==> src/rtl/multicycle_control_v2_pkg.sv <==
// multicycle_control_v2_pkg: shared encodings for the multicycle control FSM
package multicycle_control_v2_pkg;
  localparam logic [3:0] OP_NOP = 4'd0, OP_ADD = 4'd1, OP_ADDI = 4'd2, OP_SUB = 4'd3,
                         OP_LR = 4'd5, OP_SR = 4'd6, OP_BLEQ = 4'd8, OP_JMP = 4'd9,
                         OP_HALT = 4'd15;
  typedef enum logic [3:0] {
    S_RESET     = 4'd0,
    S_IF        = 4'd1,
    S_ID        = 4'd2,
    S_REG_X     = 4'd3,
    S_ADDI      = 4'd4,
    S_ALU_WB    = 4'd5,
    S_LR_ADDR   = 4'd6,
    S_SR_ADDR   = 4'd7,
    S_MEM_LOAD  = 4'd8,
    S_MEM_STORE = 4'd9,
    S_MEM_WB    = 4'd10,
    S_BRANCH    = 4'd11,
    S_JUMP      = 4'd12,
    S_HALT      = 4'd14,
    S_ERROR     = 4'd15
  } state_t;
  localparam logic [2:0] ALU_OP_ADD = 3'd0, ALU_OP_SUB = 3'd1;
  localparam logic [1:0] PC_SELECT_RESET = 2'd0, PC_SELECT_ALU = 2'd1,
                         PC_SELECT_ALU_BUF = 2'd2, PC_SELECT_JUMP = 2'd3;
  localparam logic ALU_A_PC = 1'b0, ALU_A_REG = 1'b1;
  localparam logic [1:0] ALU_B_REG = 2'd0, ALU_B_PC4 = 2'd1, ALU_B_IMM = 2'd2, ALU_B_BRANCH = 2'd3;
  localparam logic DATA_SELECT_ALU = 1'b0, DATA_SELECT_MEM = 1'b1;
  localparam logic REG_DST_RN = 1'b0, REG_DST_RD = 1'b1;
  // states that wait on mem_ready and are therefore watched by the timeout counter
  function automatic logic is_mem_wait(state_t s);
    return (s == S_IF) || (s == S_MEM_LOAD) || (s == S_MEM_STORE);
  endfunction
endpackage

==> src/rtl/multicycle_control_v2_if.sv <==
// multicycle_control_v2_if: controller <-> datapath strobe and status bundle
interface multicycle_control_v2_if #(
  parameter int WIDTH_OPCODE   = 4,
  parameter int ALU_OP_WIDTH   = 3,
  parameter int NUM_STATE_BITS = 4
);
  logic [WIDTH_OPCODE-1:0]   opcode;
  logic                      alu_zero;
  logic                      alu_neg;
  logic                      mem_ready;
  logic                      RegDst;
  logic                      ALUSrcA;
  logic                      RegWrite;
  logic                      MemToReg;
  logic                      IRWrite;
  logic                      MemWrite;
  logic                      MemRead;
  logic                      PCWrite;
  logic                      PCWriteCond;
  logic                      mem_select;
  logic [1:0]                ALUSrcB;
  logic [ALU_OP_WIDTH-1:0]   ALUOp;
  logic [1:0]                PCSource;
  logic                      error;
  logic                      halted;
  logic [NUM_STATE_BITS-1:0] state_out;
  modport master (
    input  opcode, alu_zero, alu_neg, mem_ready,
    output RegDst, ALUSrcA, RegWrite, MemToReg, IRWrite, MemWrite, MemRead, PCWrite,
           PCWriteCond, mem_select, ALUSrcB, ALUOp, PCSource, error, halted, state_out
  );
  modport slave (
    output opcode, alu_zero, alu_neg, mem_ready,
    input  RegDst, ALUSrcA, RegWrite, MemToReg, IRWrite, MemWrite, MemRead, PCWrite,
           PCWriteCond, mem_select, ALUSrcB, ALUOp, PCSource, error, halted, state_out
  );
endinterface

==> src/rtl/multicycle_control_v2_mem_wait_timer.sv <==
// multicycle_control_v2_mem_wait_timer: counts wait cycles of one memory access and flags the limit
module multicycle_control_v2_mem_wait_timer #(
  parameter int MEM_TIMEOUT = 15
) (
  input  logic clk,
  input  logic reset,
  input  logic i_clear,
  input  logic i_enable,
  output logic o_expired
);
  localparam int CW = (MEM_TIMEOUT < 1) ? 1 : $clog2(MEM_TIMEOUT + 1);
  logic [CW-1:0] r_count;
  assign o_expired = (MEM_TIMEOUT != 0) && (r_count == CW'(MEM_TIMEOUT));
  // count stalled cycles, restarting on reset or whenever the FSM changes state
  always_ff @(posedge clk) begin
    if (!reset || i_clear) r_count <= '0;
    else if (i_enable && !o_expired) r_count <= r_count + CW'(1);
  end
endmodule

==> src/rtl/multicycle_control_v2.sv <==
// multicycle_control_v2: multicycle datapath control FSM with memory wait states, watchdog and sticky halt/error
module multicycle_control_v2
  import multicycle_control_v2_pkg::*;
#(
  parameter int WIDTH_OPCODE   = 4,
  parameter int ALU_OP_WIDTH   = 3,
  parameter int NUM_STATE_BITS = 4,
  parameter int MEM_WAIT_EN    = 1,
  parameter int MEM_TIMEOUT    = 15
) (
  input logic                   clk,
  input logic                   reset,
  multicycle_control_v2_if.master bus
);
  state_t r_state, w_next;
  logic   r_error, r_halted;
  logic   w_ready, w_expired, w_timeout;
  assign w_ready   = (MEM_WAIT_EN == 0) || bus.mem_ready;
  assign w_timeout = is_mem_wait(r_state) && !w_ready && w_expired;
  assign bus.error     = r_error;
  assign bus.halted    = r_halted;
  assign bus.state_out = NUM_STATE_BITS'(r_state);
  multicycle_control_v2_mem_wait_timer #(.MEM_TIMEOUT(MEM_TIMEOUT)) u_timer (
    .clk       (clk),
    .reset     (reset),
    .i_clear   (w_next != r_state),
    .i_enable  (is_mem_wait(r_state) && !w_ready),
    .o_expired (w_expired)
  );
  // next-state selection: opcode dispatch in ID, memory waits hold until ready or timeout
  always_comb begin
    w_next = r_state;
    case (r_state)
      S_RESET:     w_next = S_IF;
      S_IF:        w_next = w_ready ? S_ID : (w_timeout ? S_ERROR : S_IF);
      S_ID: begin
        case (bus.opcode)
          WIDTH_OPCODE'(OP_NOP):                        w_next = S_IF;
          WIDTH_OPCODE'(OP_ADD), WIDTH_OPCODE'(OP_SUB): w_next = S_REG_X;
          WIDTH_OPCODE'(OP_ADDI):                       w_next = S_ADDI;
          WIDTH_OPCODE'(OP_LR):                         w_next = S_LR_ADDR;
          WIDTH_OPCODE'(OP_SR):                         w_next = S_SR_ADDR;
          WIDTH_OPCODE'(OP_BLEQ):                       w_next = S_BRANCH;
          WIDTH_OPCODE'(OP_JMP):                        w_next = S_JUMP;
          WIDTH_OPCODE'(OP_HALT):                       w_next = S_HALT;
          default:                                      w_next = S_ERROR;
        endcase
      end
      S_REG_X, S_ADDI:                          w_next = S_ALU_WB;
      S_LR_ADDR:                                w_next = S_MEM_LOAD;
      S_SR_ADDR:                                w_next = S_MEM_STORE;
      S_MEM_LOAD:  w_next = w_ready ? S_MEM_WB : (w_timeout ? S_ERROR : S_MEM_LOAD);
      S_MEM_STORE: w_next = w_ready ? S_IF : (w_timeout ? S_ERROR : S_MEM_STORE);
      S_ALU_WB, S_MEM_WB, S_BRANCH, S_JUMP:     w_next = S_IF;
      S_HALT:                                   w_next = S_HALT;
      default:                                  w_next = S_ERROR;
    endcase
  end
  // state register with sticky error/halt flags; only reset leaves HALT or ERROR
  always_ff @(posedge clk) begin
    if (!reset) begin
      r_state  <= S_RESET;
      r_error  <= 1'b0;
      r_halted <= 1'b0;
    end else begin
      r_state  <= w_next;
      r_error  <= r_error | (w_next == S_ERROR);
      r_halted <= r_halted | (w_next == S_HALT);
    end
  end
  // Moore strobe decode; only the fetch completion strobes follow mem_ready
  always_comb begin
    bus.RegDst      = 1'b0;
    bus.ALUSrcA     = ALU_A_PC;
    bus.RegWrite    = 1'b0;
    bus.MemToReg    = DATA_SELECT_ALU;
    bus.IRWrite     = 1'b0;
    bus.MemWrite    = 1'b0;
    bus.MemRead     = 1'b0;
    bus.PCWrite     = 1'b0;
    bus.PCWriteCond = 1'b0;
    bus.mem_select  = 1'b0;
    bus.ALUSrcB     = ALU_B_REG;
    bus.ALUOp       = ALU_OP_WIDTH'(ALU_OP_ADD);
    bus.PCSource    = PC_SELECT_RESET;
    case (r_state)
      S_RESET: begin
        bus.MemRead  = 1'b1;
        bus.PCWrite  = 1'b1;
        bus.PCSource = PC_SELECT_RESET;
      end
      S_IF: begin
        bus.MemRead  = 1'b1;
        bus.ALUSrcA  = ALU_A_PC;
        bus.ALUSrcB  = ALU_B_PC4;
        bus.PCSource = PC_SELECT_ALU;
        bus.IRWrite  = w_ready;
        bus.PCWrite  = w_ready;
      end
      S_ID: begin
        bus.ALUSrcA = ALU_A_PC;
        bus.ALUSrcB = ALU_B_BRANCH;
      end
      S_REG_X: begin
        bus.ALUSrcA = ALU_A_REG;
        bus.ALUSrcB = ALU_B_REG;
        bus.RegDst  = REG_DST_RD;
        bus.ALUOp   = ALU_OP_WIDTH'((bus.opcode == WIDTH_OPCODE'(OP_SUB)) ? ALU_OP_SUB : ALU_OP_ADD);
      end
      S_ADDI: begin
        bus.ALUSrcA = ALU_A_REG;
        bus.ALUSrcB = ALU_B_IMM;
        bus.RegDst  = REG_DST_RN;
      end
      S_ALU_WB: begin
        bus.RegWrite = 1'b1;
        bus.MemToReg = DATA_SELECT_ALU;
        bus.RegDst   = (bus.opcode == WIDTH_OPCODE'(OP_ADDI)) ? REG_DST_RN : REG_DST_RD;
      end
      S_LR_ADDR, S_SR_ADDR: begin
        bus.ALUSrcA = ALU_A_REG;
        bus.ALUSrcB = ALU_B_IMM;
      end
      S_MEM_LOAD: begin
        bus.MemRead    = 1'b1;
        bus.mem_select = 1'b1;
      end
      S_MEM_STORE: begin
        bus.MemWrite   = 1'b1;
        bus.mem_select = 1'b1;
      end
      S_MEM_WB: begin
        bus.RegWrite   = 1'b1;
        bus.MemToReg   = DATA_SELECT_MEM;
        bus.RegDst     = REG_DST_RN;
        bus.mem_select = 1'b1;
      end
      S_BRANCH: begin
        bus.ALUSrcA     = ALU_A_REG;
        bus.ALUSrcB     = ALU_B_REG;
        bus.ALUOp       = ALU_OP_WIDTH'(ALU_OP_SUB);
        bus.PCWriteCond = 1'b1;
        bus.PCWrite     = bus.alu_zero | bus.alu_neg;
        bus.PCSource    = (bus.alu_zero | bus.alu_neg) ? PC_SELECT_ALU_BUF : PC_SELECT_RESET;
      end
      S_JUMP: begin
        bus.PCWrite  = 1'b1;
        bus.PCSource = PC_SELECT_JUMP;
      end
      default: ;
    endcase
  end
endmodule

==> src/flat_wrapper.sv <==
// flat-port wrapper written by rule: the top's interface ports become plain ports
module multicycle_control_v2_flat import multicycle_control_v2_pkg::*;
#(
  parameter int WIDTH_OPCODE   = 4,
  parameter int ALU_OP_WIDTH   = 3,
  parameter int NUM_STATE_BITS = 4,
  parameter int MEM_WAIT_EN    = 1,
  parameter int MEM_TIMEOUT    = 15
)
  (clk, reset, bus_opcode, bus_alu_zero, bus_alu_neg, bus_mem_ready, bus_RegDst, bus_ALUSrcA, bus_RegWrite, bus_MemToReg, bus_IRWrite, bus_MemWrite, bus_MemRead, bus_PCWrite, bus_PCWriteCond, bus_mem_select, bus_ALUSrcB, bus_ALUOp, bus_PCSource, bus_error, bus_halted, bus_state_out);
  multicycle_control_v2_if #(.WIDTH_OPCODE(WIDTH_OPCODE), .ALU_OP_WIDTH(ALU_OP_WIDTH), .NUM_STATE_BITS(NUM_STATE_BITS)) bus_i ();
  input logic clk;
  input logic reset;
  input wire logic [$bits(bus_i.opcode)-1:0] bus_opcode;
  input wire logic [$bits(bus_i.alu_zero)-1:0] bus_alu_zero;
  input wire logic [$bits(bus_i.alu_neg)-1:0] bus_alu_neg;
  input wire logic [$bits(bus_i.mem_ready)-1:0] bus_mem_ready;
  output wire logic [$bits(bus_i.RegDst)-1:0] bus_RegDst;
  output wire logic [$bits(bus_i.ALUSrcA)-1:0] bus_ALUSrcA;
  output wire logic [$bits(bus_i.RegWrite)-1:0] bus_RegWrite;
  output wire logic [$bits(bus_i.MemToReg)-1:0] bus_MemToReg;
  output wire logic [$bits(bus_i.IRWrite)-1:0] bus_IRWrite;
  output wire logic [$bits(bus_i.MemWrite)-1:0] bus_MemWrite;
  output wire logic [$bits(bus_i.MemRead)-1:0] bus_MemRead;
  output wire logic [$bits(bus_i.PCWrite)-1:0] bus_PCWrite;
  output wire logic [$bits(bus_i.PCWriteCond)-1:0] bus_PCWriteCond;
  output wire logic [$bits(bus_i.mem_select)-1:0] bus_mem_select;
  output wire logic [$bits(bus_i.ALUSrcB)-1:0] bus_ALUSrcB;
  output wire logic [$bits(bus_i.ALUOp)-1:0] bus_ALUOp;
  output wire logic [$bits(bus_i.PCSource)-1:0] bus_PCSource;
  output wire logic [$bits(bus_i.error)-1:0] bus_error;
  output wire logic [$bits(bus_i.halted)-1:0] bus_halted;
  output wire logic [$bits(bus_i.state_out)-1:0] bus_state_out;
  assign bus_i.opcode = bus_opcode;
  assign bus_i.alu_zero = bus_alu_zero;
  assign bus_i.alu_neg = bus_alu_neg;
  assign bus_i.mem_ready = bus_mem_ready;
  assign bus_RegDst = bus_i.RegDst;
  assign bus_ALUSrcA = bus_i.ALUSrcA;
  assign bus_RegWrite = bus_i.RegWrite;
  assign bus_MemToReg = bus_i.MemToReg;
  assign bus_IRWrite = bus_i.IRWrite;
  assign bus_MemWrite = bus_i.MemWrite;
  assign bus_MemRead = bus_i.MemRead;
  assign bus_PCWrite = bus_i.PCWrite;
  assign bus_PCWriteCond = bus_i.PCWriteCond;
  assign bus_mem_select = bus_i.mem_select;
  assign bus_ALUSrcB = bus_i.ALUSrcB;
  assign bus_ALUOp = bus_i.ALUOp;
  assign bus_PCSource = bus_i.PCSource;
  assign bus_error = bus_i.error;
  assign bus_halted = bus_i.halted;
  assign bus_state_out = bus_i.state_out;
  multicycle_control_v2 #(.WIDTH_OPCODE(WIDTH_OPCODE), .ALU_OP_WIDTH(ALU_OP_WIDTH), .NUM_STATE_BITS(NUM_STATE_BITS), .MEM_WAIT_EN(MEM_WAIT_EN), .MEM_TIMEOUT(MEM_TIMEOUT)) u_core (.clk(clk), .reset(reset), .bus(bus_i));
endmodule
==> config.mk <==
export PLATFORM = sky130hd
export DESIGN_NAME = multicycle_control_v2_flat
export DESIGN_NICKNAME = d
export VERILOG_FILES = /design/src/rtl/multicycle_control_v2_pkg.sv /design/src/rtl/multicycle_control_v2_if.sv /design/src/rtl/multicycle_control_v2_mem_wait_timer.sv /design/src/rtl/multicycle_control_v2.sv /design/src/flat_wrapper.sv
export SDC_FILE = /design/constraint.sdc
export NUM_CORES = 1
export LEC_CHECK = 0
export ABC_AREA = 1
export BUFFER_PORTS_ARGS = -buffer_cell sky130_fd_sc_hd__buf_2
export CORE_MARGIN = 1.5
export CORE_UTILIZATION = 45
export DETAILED_ROUTE_END_ITERATION = 10
export PLACE_DENSITY = 0.71
export SYNTH_ARGS = -nofsm -noshare
export SYNTH_HDL_FRONTEND = slang
export SYNTH_HIERARCHICAL = 1
export SYNTH_SLANG_ARGS = --single-unit
==> constraint.sdc <==
create_clock -name clk -period 2.1 [get_ports clk]
set_input_delay 0.21 -clock clk [delete_from_list [all_inputs] [get_ports clk]]
set_output_delay 0.21 -clock clk [all_outputs]
set_load 0.05 [all_outputs]
==> impl_metrics.tcl, run 1 <==
set metrics [dict create \
    outcome "finished, final reports clean" \
    drc 0 \
    cts_tree "yes" \
    finalNetCount 222 \
    gp_congestion 0.910 \
    dp_hpwl_um 2000 \
    p_comb_frac 0.723 \
    gr-total-overflow 0 \
    vias 1143 \
    layout-drive-gt1-share 0.383 \
    ys_warn_count 6 \
    maxSlewViolCount 0 \
    drt_iter0_markers 31 \
    power_density_mw_per_mm2 1370 \
    grtUsageMet2 0.325 \
    gr-max-usage-layer "met2" \
    io_buffers 29 \
    synthTopCellsByArea "dfxtp_1 (19%), nand2_1 (14%), nor2_1 (11%)" \
    fin_worst_skew_ns 0.00362 \
    viasPerCell 4.88 \
    met3_usage 0.0517 \
    share_seq_of_total_power 0.179 \
    core-area_mm2 0.00221 \
    die_w_um 51.6 \
    netlist_instances 177 \
    path_max_fanout 5 \
    area_growth_syn_to_layout_pct 19.4 \
    max_freq_mhz 513 \
    layout.cells.non_filler 234 \
    postRouteAntennaNets 0 \
    period_minus_slack_ns 1.95 \
    dpl.cell_count 230 \
    cts.clk_slew.worst_paths_ns 0.07 \
    netlist_area_mm2 0.00106 \
    final.setup.worst_slack_ns 0.151 \
    p_sw_uw 1080 \
    irDropWorstVdd_uv 852 \
    io_pins 32 \
    ys_seq_area_frac 0.188 \
    dieHeight_um 51.6 \
    use_met1 0.250 \
    wl_um 2400 \
    setup_viol 0 \
    yosys.area.top_type_share 0.188 \
    pre_cts_ws_ns 0.0370 \
    dieArea_mm2 0.00266 \
    finalHoldWorstSlack_ns 0.200 \
    grt_antenna_before_repair 0 \
    cts_hold_buf 0 \
    cts_inserted_buffers 3 \
    r2r_slack_ns 0.15 \
    grt_max_degree 12 \
    synth_cell_types 26 \
    synth.largest_area_cell "dfxtp_1" \
    p_leak_uw 0.000682 \
    cap_violations 0 \
    cts.sinks 10 \
    p_sw_frac 0.622 \
    grt_setup_unrepaired "false" \
    cts_buffer_depth 2 \
    critPathArrivalTime_ns 2.15 \
    cts_max_level 1 \
    cp-end-kind "register" \
    antennaDiodeCount 0 \
    initial_utilization 0.480 \
    grt_pass1_vias 960 \
    grt_usage 0.195 \
    ctsResizeCount 0 \
    path_class "register to register" \
    hold_viol_final 0 \
    clkPwrFrac 0.097 \
    internal_power_uw 658 \
    clockRootBuffer "clkbuf_4" \
    synth-seq-cells 10 \
    routedWlPerCell_um 10.2 \
    grt_pass1_wl_um 3970 \
    required_ns 2.30 \
    drt_pass1_iterations 4 \
    clock_latency_ns 0.26 \
    finalCritPeriodShare 0.928 \
    critPathLaunchType "register" \
    rows 17 \
    fin_tns_setup_ns 0 \
    avgSynthCellArea_um2 6.00 \
    hold_path_class "input port to register" \
    post_cts_buffers 0 \
]
## metal layers
metal | vias up | routed length (µm)
met5 | - | 0
met4 | 0 | 0
met3 | 0 | 210
met2 | 41 | 1050
met1 | 494 | 1130
li1 | 608 | -
## metrics by stage
stage | power, µW | utilization | area [µm²]
2_1_floorplan | 1350 | - | 1090
3_3_place_gp | 1540 | 0.553 | 1220
3_5_place_dp | 1560 | 0.553 | 1220
4_1_cts | 1730 | 0.569 | 1260
5_1_grt | 1870 | 0.574 | 1270
6_report | 1740 | 0.574 | 1270
## area by class of cell
class	instances	area, µm²
Sequential cell	10	205
Multi-Input combinational cell	139	751
Inverter	24	96.3
Timing Repair Buffer	29	145
Clock buffer	4	36.3
Fill cell	232	943
Tap cell	28	35.0
## registers in the layout, indices dropped and copies added, names as in the netlist
register and count:
u_core/bus.error 1, u_core/bus.halted 1, u_core/bus.state_out 4, u_core/u_timer/r_count 4
## cell families (layout without fill, tap and decap cells)
| family | Yosys count | after routing | share of synthesized area |
|---|---|---|---|
| adders and majority gates | 6 | 6 | 0.0707 |
| and+or+nand+nor | 113 | 113 | 0.503 |
| AOI/OAI and AO/OA | 18 | 18 | 0.0978 |
| other | 1 | 2 | 0.00353 |
| buffers and inverters | 29 | 57 | 0.137 |
| DFF | 10 | 10 | 0.188 |
## power by group through the flow
stage               Clock, µW  Sequential, µW  Combinational (µW)
CTS                       178             312                1240
global placement            0             315                1220
finish                    170             312                1260
floorplan                   0             342                1010
detailed placement          0             317                1240
global route              186             321                1360
## placed cells by master (no fill, tap or decap), drive strengths merged
cell type,instances
nor2,42
ha,6
o211ai,1
inv,22
or2,1
clkbuf,4
a21oi,5
nand2,53
conb,2
clkinv,2
o21ai,10
a31o,2
nand4,1
dfxtp,10
buf,29
nand3b,1
nand3,15
## worst max-delay path, cell delays in order (launching register included)
cell and delay, ns:
dfxtp_1 0.36, ha_2 0.22, nand3_2 0.09, inv_1 0.09, or2_2 0.29, nand2_2 0.07, nand2_2 0.04, inv_1 0.05
nand2_1 0.07, nor2_1 0.09, o21ai_1 0.06, inv_1 0.05, nand2_1 0.08, nor2_4 0.14, o21ai_0 0.10, nor2_1 0.09
## worst paths after layout
check | startpoint | to | depth (start not counted)
worst min-delay path | reset | u_core/bus.error | 3
worst min register to register | u_core/bus.error | u_core/bus.error | 2
worst max-delay path | u_core/u_timer/r_count[0] | u_core/u_timer/r_count[1] | 15
worst max register to register | u_core/u_timer/r_count[0] | u_core/u_timer/r_count[1] | 15
## synth_stat cells, drive strengths merged
| master | n |
|---|---|
| buf | 5 |
| a31o | 2 |
| nand4 | 1 |
| nor2 | 42 |
| o21ai | 10 |
| clkinv | 2 |
| or2 | 1 |
| conb | 1 |
| dfxtp | 10 |
| a21oi | 5 |
| nand2 | 53 |
| nand3 | 15 |
| inv | 22 |
| o211ai | 1 |
| ha | 6 |
| nand3b | 1 |
Note: power is estimated with default switching activity, not from simulation.
==> run 2: changes to the inputs <==
--- a/config.mk
+++ b/config.mk
@@ -9,8 +9,9 @@
 export BUFFER_PORTS_ARGS = -buffer_cell sky130_fd_sc_hd__buf_2
 export CORE_MARGIN = 1.5
 export CORE_UTILIZATION = 45
+export CTS_CLUSTER_SIZE = 14
 export DETAILED_ROUTE_END_ITERATION = 10
-export PLACE_DENSITY = 0.71
+export PLACE_DENSITY_LB_ADDON = 0.1
 export SYNTH_ARGS = -nofsm -noshare
 export SYNTH_HDL_FRONTEND = slang
 export SYNTH_HIERARCHICAL = 1
==> run 2 against run 1 <==
Highest routed layer unchanged. Worst setup slack better by 0.094 ns. First-iteration DRC count down 13%. Register-to-register slack better by 0.09 ns. Cell count unchanged. Clock skew up 0.0023 ns. Largest cell class unchanged. Total power up 0.48%. Routed wire length up 2.7%.
==> impl_metrics.tcl, run 2 (synthesis results as in run 1) <==
set metrics [dict create \
    initial_utilization 0.480 \
    finalHoldWorstSlack_ns 0.185 \
    max_stage_delay_ns 0.37 \
    cts_tree "yes" \
    hold_viol_final 0 \
    finalPower_uw 1750 \
    layout_common_cells "nand2_1 (38), buf_2 (29), nor2_1 (26), inv_1 (16), nand2_2 (15)" \
    area_growth_syn_to_layout_pct 21.3 \
    cap_violations 0 \
    r2r_slack_ns 0.25 \
    core-area_mm2 0.00221 \
    clock_latency_ns 0.26 \
    grt_max_degree 12 \
    cts.sinks 10 \
    grt_pass1_vias 954 \
    power_density_mw_per_mm2 1360 \
    finalCritPeriodShare 0.883 \
    cp-end-kind "register" \
    final_common_cell "nand2_1" \
    rows 17 \
    cts_buffer_depth 2 \
    setup_viol 0 \
    layout-drive-gt1-share 0.403 \
    postRouteAntennaNets 0 \
    fin_tns_setup_ns 0 \
    cts_inserted_buffers 3 \
    grt_pass1_wl_um 4110 \
    dp_hpwl_um 1990 \
    drt_pass1_iterations 4 \
    critPathLaunchType "register" \
    cp_cell_sequence "ha_4 > nand3_2 > inv_2 > or2_2 > nand2_2 > nand2_2 > inv_1 > nand2_1 > nor2_1 > o21ai_1 > inv_1 > nand2_1 > nor2_2 > o21ai_1 > nor2_1" \
    required_ns 2.30 \
    critPathArrivalTime_ns 2.06 \
    period_minus_slack_ns 1.85 \
    antennaDiodeCount 0 \
    gr-total-overflow 0 \
    irDropWorstVdd_uv 971 \
    cts.clk_slew.worst_paths_ns 0.07 \
    maxSlewViolCount 0 \
    routedWlPerCell_um 10.5 \
    hold_path_class "input port to register" \
    dpl.cell_count 230 \
    drt_iter0_markers 27 \
    dieArea_mm2 0.00266 \
    cp_num_cells 15 \
    clockRootBuffer "clkbuf_4" \
    viasPerCell 4.98 \
    grt_setup_unrepaired "false" \
    dieHeight_um 51.6 \
    vias 1165 \
    path_class "register to register" \
    cts_hold_buf 0 \
    p_leak_uw 0.000682 \
    critical-path-top-delay-family "simple AND/OR/NAND/NOR gates" \
    wl_um 2460 \
    whs_path_depth 3 \
    startpoint "u_core/u_timer/r_count[0]" \
    crit_buf_inv 3 \
    fin_worst_skew_ns 0.00588 \
    max_freq_mhz 539 \
    drc 0 \
    path_max_fanout 5 \
    die_w_um 51.6 \
    io_buffers 29 \
    cpMaxStageDelayCell "dfxtp_4" \
    worstHoldStart "reset" \
    gp_congestion 0.849 \
    finalNetCount 222 \
    layout.cells.non_filler 234 \
    grt_usage 0.201 \
    cts_max_level 1 \
    final_core_util 0.583 \
    r2r_start "u_core/u_timer/r_count[0]" \
    grt_antenna_before_repair 0 \
    outcome "finished, final reports clean" \
    ff2ff_path_depth 15 \
    io_pins 32 \
]
==> run 2: area by class of cell <==
cell class / instances / area [µm²]
inverters: 24 / 96.3
flip-flops and latches: 10 / 218
fillers: 238 / 923
well taps: 28 / 35.0
multi-input cells: 139 / 758
clock buffers: 4 / 36.3
repair buffers: 29 / 145
==> run 2: worst paths after layout <==
| check | end |
|---|---|
| worst min register to register | u_core/bus.error |
| worst max register to register | u_core/u_timer/r_count[2] |
| worst min-delay path | u_core/bus.error |
| worst max-delay path | u_core/u_timer/r_count[2] |
==> run 2: worst reg2reg max path, cell delays in order, from the launching register on <==
cell and delay (ns):
dfxtp_4 0.37, ha_4 0.17, nand3_2 0.09, inv_2 0.06, or2_2 0.28, nand2_2 0.08
nand2_2 0.05, inv_1 0.05, nand2_1 0.06, nor2_1 0.09, o21ai_1 0.06, inv_1 0.05
nand2_1 0.05, nor2_2 0.14, o21ai_1 0.10, nor2_1 0.11
==> run 2: metrics by stage <==
| step | cell area [µm²] | worst slack, ns |
|---|---|---|
| 2_1_floorplan | 1090 | 0.0281 |
| 3_3_place_gp | 1220 | 0.172 |
| 3_5_place_dp | 1220 | 0.0854 |
| 4_1_cts | 1260 | 0.0556 |
| 5_1_grt | 1290 | 0.0115 |
| 6_report | 1290 | 0.245 |
==> run 2: per-layer routing <==
layer | vias to the layer above | GRT usage | wire length, µm
li1 | 605 | - | -
met1 | 525 | 0.299 | 1250
met2 | 35 | 0.297 | 1080
met3 | 0 | 0.0517 | 137
met4 | 0 | 0.0263 | 0
met5 | - | 0 | 0
==> run 2: timing repair <==
action | 4_1_cts | 5_1_grt
setup endpoints to repair | 0 | 4
buffers inserted | 0 | 0
gates resized for setup | 0 | 13
==> run 2: power breakdown <==
part / internal, µW / total (µW) / leakage (µW) / switching (µW)
Sequential: 237 / 326 / 0.0000849 / 89.6
Clock: 105 / 171 / 0.0000210 / 65.5
Combinational: 323 / 1250 / 0.000576 / 931
